<file path="src/rtl/gio_pkg.sv">
// Shared constants for the GPIO bank: register offsets within the 64-byte window,
// the window size, the edge-detect arm count and the byte-strobe expansion helper.
package gio_pkg;

    localparam logic [5:0] GIO_OUT      = 6'h00;
    localparam logic [5:0] GIO_DIR      = 6'h04;
    localparam logic [5:0] GIO_IN       = 6'h08;
    localparam logic [5:0] GIO_IRQ_EN   = 6'h0C;
    localparam logic [5:0] GIO_IRQ_STAT = 6'h10;
    localparam logic [5:0] GIO_EDGE     = 6'h14;
    localparam logic [5:0] GIO_SET      = 6'h18;
    localparam logic [5:0] GIO_CLR      = 6'h1C;
    localparam logic [5:0] GIO_TGL      = 6'h20;

    localparam logic [31:0] GIO_WINDOW  = 32'd64;
    localparam logic [1:0]  GIO_ARM_CNT = 2'd3;

    function automatic logic [31:0] strb_mask(input logic [3:0] strb);
        return {{8{strb[3]}}, {8{strb[2]}}, {8{strb[1]}}, {8{strb[0]}}};
    endfunction

endpackage

</file>
<file path="src/rtl/gio_sync.sv">
// Pad input synchroniser with edge detection; edges are suppressed until the arm
// counter has run for GIO_ARM_CNT cycles after reset so pins high at reset stay quiet.
module gio_sync
    import gio_pkg::*;
#(
    parameter int WIDTH = 8
) (
    input  logic             clk,
    input  logic             reset,
    input  logic [WIDTH-1:0] pad_i,
    output logic [WIDTH-1:0] in_o,
    output logic [WIDTH-1:0] rise_o,
    output logic [WIDTH-1:0] fall_o
);

    logic [WIDTH-1:0] s1_q, s2_q;
    logic [1:0]       arm_q, arm_d;
    logic             armed;

    assign armed = (arm_q == GIO_ARM_CNT);
    assign arm_d = armed ? arm_q : arm_q + 2'd1;

    always_ff @(posedge clk) begin
        if (reset) begin
            s1_q  <= '0;
            s2_q  <= '0;
            arm_q <= '0;
        end else begin
            s1_q  <= pad_i;
            s2_q  <= s1_q;
            arm_q <= arm_d;
        end
    end

    // Edges are taken from the values s2 and its history flop are about to load,
    // so the status bit lands on the same edge that makes the pin readable in IN.
    assign in_o   = s2_q;
    assign rise_o = armed ? (s1_q & ~s2_q) : '0;
    assign fall_o = armed ? (~s1_q & s2_q) : '0;

endmodule

</file>
<file path="src/rtl/gio_bank.sv">
// Memory-mapped GPIO bank on the picoRV32 native bus: direction, synchronised input,
// set/clear/toggle aliases and edge interrupts with write-1-to-clear status.
module gio_bank
    import gio_pkg::*;
#(
    parameter logic [31:0] ADDR  = 32'h0100_0000,
    parameter int          WIDTH = 8
) (
    input  logic             clk,
    input  logic             reset,
    input  logic             mem_valid,
    input  logic [31:0]      mem_addr,
    input  logic [31:0]      mem_wdata,
    input  logic [3:0]       mem_wstrb,
    output logic             mem_ready,
    output logic [31:0]      mem_rdata,
    input  logic [WIDTH-1:0] gpio_in,
    output logic [WIDTH-1:0] gpio_out,
    output logic [WIDTH-1:0] gpio_oe,
    output logic             irq
);

    localparam logic [31:0] WIN_MASK = ~(GIO_WINDOW - 32'd1);

    logic [WIDTH-1:0] out_q, out_d, dir_q, dir_d, en_q, en_d;
    logic [WIDTH-1:0] stat_q, stat_d, edge_q, edge_d;
    logic             ready_q;
    logic [31:0]      rdata_q, rdata_d;

    logic [WIDTH-1:0] pin_s, rise, fall, evt, clr, wm, wd_m;
    logic             sel, acc, wr;
    logic [5:0]       off;

    gio_sync #(.WIDTH(WIDTH)) u_sync (
        .clk    (clk),
        .reset  (reset),
        .pad_i  (gpio_in),
        .in_o   (pin_s),
        .rise_o (rise),
        .fall_o (fall)
    );

    // An access is taken only while no ack is pending, so a held request is not acked twice.
    assign sel  = mem_valid && ((mem_addr & WIN_MASK) == (ADDR & WIN_MASK));
    assign acc  = sel && !ready_q;
    assign wr   = acc && (mem_wstrb != 4'h0);
    assign off  = {mem_addr[5:2], 2'b00};
    assign wm   = WIDTH'(strb_mask(mem_wstrb));
    assign wd_m = WIDTH'(mem_wdata & strb_mask(mem_wstrb));
    assign evt  = (rise & ~edge_q) | (fall & edge_q);

    always_comb begin
        out_d   = out_q;
        dir_d   = dir_q;
        en_d    = en_q;
        edge_d  = edge_q;
        clr     = '0;
        rdata_d = '0;
        if (acc) begin
            case (off)
                GIO_OUT:      rdata_d = 32'(out_q);
                GIO_DIR:      rdata_d = 32'(dir_q);
                GIO_IN:       rdata_d = 32'(pin_s);
                GIO_IRQ_EN:   rdata_d = 32'(en_q);
                GIO_IRQ_STAT: rdata_d = 32'(stat_q);
                GIO_EDGE:     rdata_d = 32'(edge_q);
                default:      rdata_d = '0;
            endcase
            if (wr) begin
                case (off)
                    GIO_OUT:      out_d  = (out_q & ~wm) | wd_m;
                    GIO_DIR:      dir_d  = (dir_q & ~wm) | wd_m;
                    GIO_IRQ_EN:   en_d   = (en_q & ~wm) | wd_m;
                    GIO_IRQ_STAT: clr    = wd_m;
                    GIO_EDGE:     edge_d = (edge_q & ~wm) | wd_m;
                    GIO_SET:      out_d  = out_q | wd_m;
                    GIO_CLR:      out_d  = out_q & ~wd_m;
                    GIO_TGL:      out_d  = out_q ^ wd_m;
                    default:      ;
                endcase
            end
        end
        // A new edge beats a concurrent write-1-to-clear on the same bit.
        stat_d = (stat_q & ~clr) | evt;
    end

    always_ff @(posedge clk) begin
        if (reset) begin
            out_q   <= '0;
            dir_q   <= '0;
            en_q    <= '0;
            stat_q  <= '0;
            edge_q  <= '0;
            ready_q <= 1'b0;
            rdata_q <= '0;
        end else begin
            out_q   <= out_d;
            dir_q   <= dir_d;
            en_q    <= en_d;
            stat_q  <= stat_d;
            edge_q  <= edge_d;
            ready_q <= acc;
            rdata_q <= rdata_d;
        end
    end

    assign mem_ready = ready_q;
    assign mem_rdata = rdata_q;
    assign gpio_out  = out_q;
    assign gpio_oe   = dir_q;
    assign irq       = |(stat_q & en_q);

endmodule

</file>
<file path="config.mk">
export PLATFORM = sky130hd
export DESIGN_NAME = gio_bank
export DESIGN_NICKNAME = d
export VERILOG_FILES = /design/src/rtl/gio_pkg.sv /design/src/rtl/gio_sync.sv /design/src/rtl/gio_bank.sv
export SDC_FILE = /design/constraint.sdc
export NUM_CORES = 1
export LEC_CHECK = 0
export ABC_AREA = 0
export BUFFER_PORTS_ARGS = -buffer_cell sky130_fd_sc_hd__buf_2
export CAP_MARGIN = 40
export CELL_PAD_IN_SITES_DETAIL_PLACEMENT = 1
export CELL_PAD_IN_SITES_GLOBAL_PLACEMENT = 1
export CORE_ASPECT_RATIO = 0.6
export CORE_MARGIN = 2
export CORE_UTILIZATION = 37
export CTS_CLUSTER_SIZE = 40
export DETAILED_ROUTE_END_ITERATION = 7
export GPL_TIMING_DRIVEN = 1
export MAX_ROUTING_LAYER = met4
export PLACE_DENSITY = 0.91
export SLEW_MARGIN = 25
export SYNTH_ARGS = -nofsm -noshare
export SYNTH_HDL_FRONTEND = slang
export SYNTH_SLANG_ARGS = --single-unit
</file>
<file path="constraint.sdc">
create_clock -name clk -period 1.9 [get_ports clk]
set_clock_uncertainty 0.05 [all_clocks]
set_input_delay 0.19 -clock clk [delete_from_list [all_inputs] [get_ports clk]]
set_output_delay 0.19 -clock clk [all_outputs]
set_load 0.005 [all_outputs]
</file>
==> impl_metrics.py <==
metrics = {
    "run_status": {
        "outcome": "complete, no violations",
    },
    "setup_path": {
        "cp_cell_sequence": "nor4_1 > and4_1 > buf_4 > nand4b_2 > a21oi_1",
        "reg2reg_from": "mem_ready$_SDFF_PP0_",
        "cp_max_fo": 8,
        "crit_path_end_kind": "flop",
        "crit_path_max_incr_delay_ns": 0.33,
        "cp_slowest_cell": "a21oi_1",
        "crit_type": "flop to flop",
        "critical_path.startpoint": "mem_ready$_SDFF_PP0_",
        "arrival_ns": 1.93,
        "start_kind": "flop",
        "cp.required_ns": 2.08,
    },
    "clocking": {
        "cts.sinks": 67,
        "htreeDepth": 3,
        "postCtsSetupRepairBufs": 0,
        "post_cts_resized": 0,
        "ctsHoldBuffers": 0,
        "insertion_delay_ns": 0.34,
        "ctsRootBufferMaster": "clkbuf_16",
        "clkSlewWorstSetupHoldPaths_ns": 0.06,
        "cts_tree": "yes",
        "clk_path_buf_depth": 2,
        "cts_buffers": 9,
    },
    "floorplan": {
        "die_width_um": 133,
        "start_util_pct": 37.7,
        "chipHeight_um": 81.1,
        "die_area_sq_um": 10800,
        "placementRows": 28,
        "ios": 129,
        "design.core.area_sq_um": 9740,
    },
    "place": {
        "io_buffers": 78,
        "place_ws_ns": 0.0111,
        "placed_cell_area_sq_um": 4150,
        "dp_hpwl_um": 8740,
        "gp_congestion": 0.902,
        "place_inst": 603,
    },
    "synth": {
        "synth_edf_count": 0,
        "synth_flop_cell": "dfxtp_1",
        "yosys-top-cells-area": "dfxtp_1 (37%), mux2i_1 (6.8%), buf_4 (5.7%)",
        "synthTopCellsByCount": "dfxtp_1 (67), nand2b_1 (33), buf_4 (28), mux2i_1 (25), nor2_1 (25)",
        "async_flop_share_pct": 0,
        "netlist_area_sq_um": 3670,
        "yosysTopAreaCellShare_pct": 36.6,
        "ys_seq_area_share_pct": 36.6,
        "ys.warnings.count": 0,
        "syn_area_per_cell_sq_um": 9.22,
        "netlist_instances": 398,
        "yosysMostFrequentCell": "dfxtp_1",
        "synth_top_area_cell": "dfxtp_1",
        "yosysUniqueCellTypes": 52,
        "synth_seq_cells": 67,
    },
    "hold_path": {
        "hp-class": "primary input to flop",
        "holdCritStartpoint": "gpio_in[4]",
    },
    "route": {
        "wl_um": 11500,
        "final_antenna_net_count": 0,
        "drtIter0Drc": 301,
        "firstDrtPassIters": 5,
        "num_vias": 3327,
        "via_per_inst": 5.37,
        "wl_per_cell_um": 18.5,
        "drc": 0,
    },
    "layout": {
        "num-nets-final": 567,
        "multiInputGateArea_sq_um": 2070,
        "drive_gt1_share_pct": 26.2,
        "utilization_pct": 45.6,
        "final_area_sq_um": 4440,
        "fin_cells": 620,
        "register_area_sq_um": 1340,
        "fillers": 1171,
        "synthToLayoutAreaGrowth_pct": 21.1,
    },
    "power": {
        "p_per_area_nw_per_um2": 782,
        "ir_drop_v": 0.000430,
        "total_power_mw": 3.48,
        "p_leak_nw": 1.95,
    },
    "grt": {
        "grt.total_usage_pct": 23.3,
        "grt_pass1_wl_um": 18600,
        "grt_max_degree": 28,
        "grt_overflow": 0,
        "grt_pass1_vias": 3500,
        "antenna_found_initial": 1,
    },
    "timing": {
        "hold_violations": 0,
        "fin_tns_setup_ns": 0,
        "setup_viol": 0,
        "hold_slack_ns": 0.0146,
        "worst_pin_slew_ns": 0.605,
        "fin_crit_ns": 1.75,
        "period_share_pct": 92.1,
        "relSlewSlack_pct": 59.6,
        "fmaxAchievable_ghz": 0.572,
        "slew_viol_final": 0,
        "fin_ws_ns": 0.151,
    },
    "flow_run": {
        "maxCapViolCount": 0,
    },
}
cells in the final DEF (no fill, tap or decap), types with 15 or more instances in the layout:
cell / count
nor2_1: 25
mux2i_1: 25
nand2b_1: 33
buf_2: 78
dfxtp_1: 67
o21ai_0: 15
nand2_1: 21
conb_1: 24
nor2b_1: 19
buf_4: 17
power breakdown:
part	leakage, nW	switching, mW	internal, mW
clock network	0.141	0.588	1.05
registers	0.544	0.0451	1.46
logic	1.27	0.183	0.154
worst max-delay path: cells and delay by family, from the launching register on:
family	cells	cell delay, ns
AO/OA/AOI/OAI	1	0.33
buffers and inverters	1	0.19
AND/OR/NAND/NOR	3	0.77
flip-flops	1	0.30
kinds of logic after synthesis:
family	after synthesis	synth area share (%)
AO/OA/AOI/OAI	85	16.8
XOR/XNOR	1	0.239
adder cells (fa/ha/maj)	9	3.07
buffers and inverters	58	9.34
flip-flops	67	36.6
multiplexers	35	10.5
other	1	0.102
AND/OR/NAND/NOR	142	23.4
final cells by class:
class	instances	area share [%]
multi-input combinational	296	46.6
sequential	67	30.2
timing repair buffer	96	12.1
clock buffer	14	5.72
tap	135	3.80
clock inverter	2	0.788
inverter	9	0.760
antenna	1	0.0563
metal layers:
layer | vias up | global-route usage [%] | part of all wire [%]
met5 | - | - | 0
met2 | 129 | 37.0 | 46
li1 | 1555 | - | -
met4 | 0 | 7.63 | 1.5
met3 | 19 | 6.05 | 8.1
met1 | 1624 | 29.2 | 44
path summary, 6_finish.rpt:
path / endpoint / slack, ns / depth (start not counted)
hold / removal: u_sync.s1_q[4]$_SDFF_PP0_ / 0.01 / 2
setup / recovery: mem_rdata[7]$_SDFF_PP0_ / 0.15 / 5
setup reg to reg: mem_rdata[7]$_SDFF_PP0_ / 0.15 / 5
hold reg to reg: u_sync.in_o[1]$_SDFF_PP0_ / 0.43 / 1
Note: power is estimated with default switching activity, not from simulation.
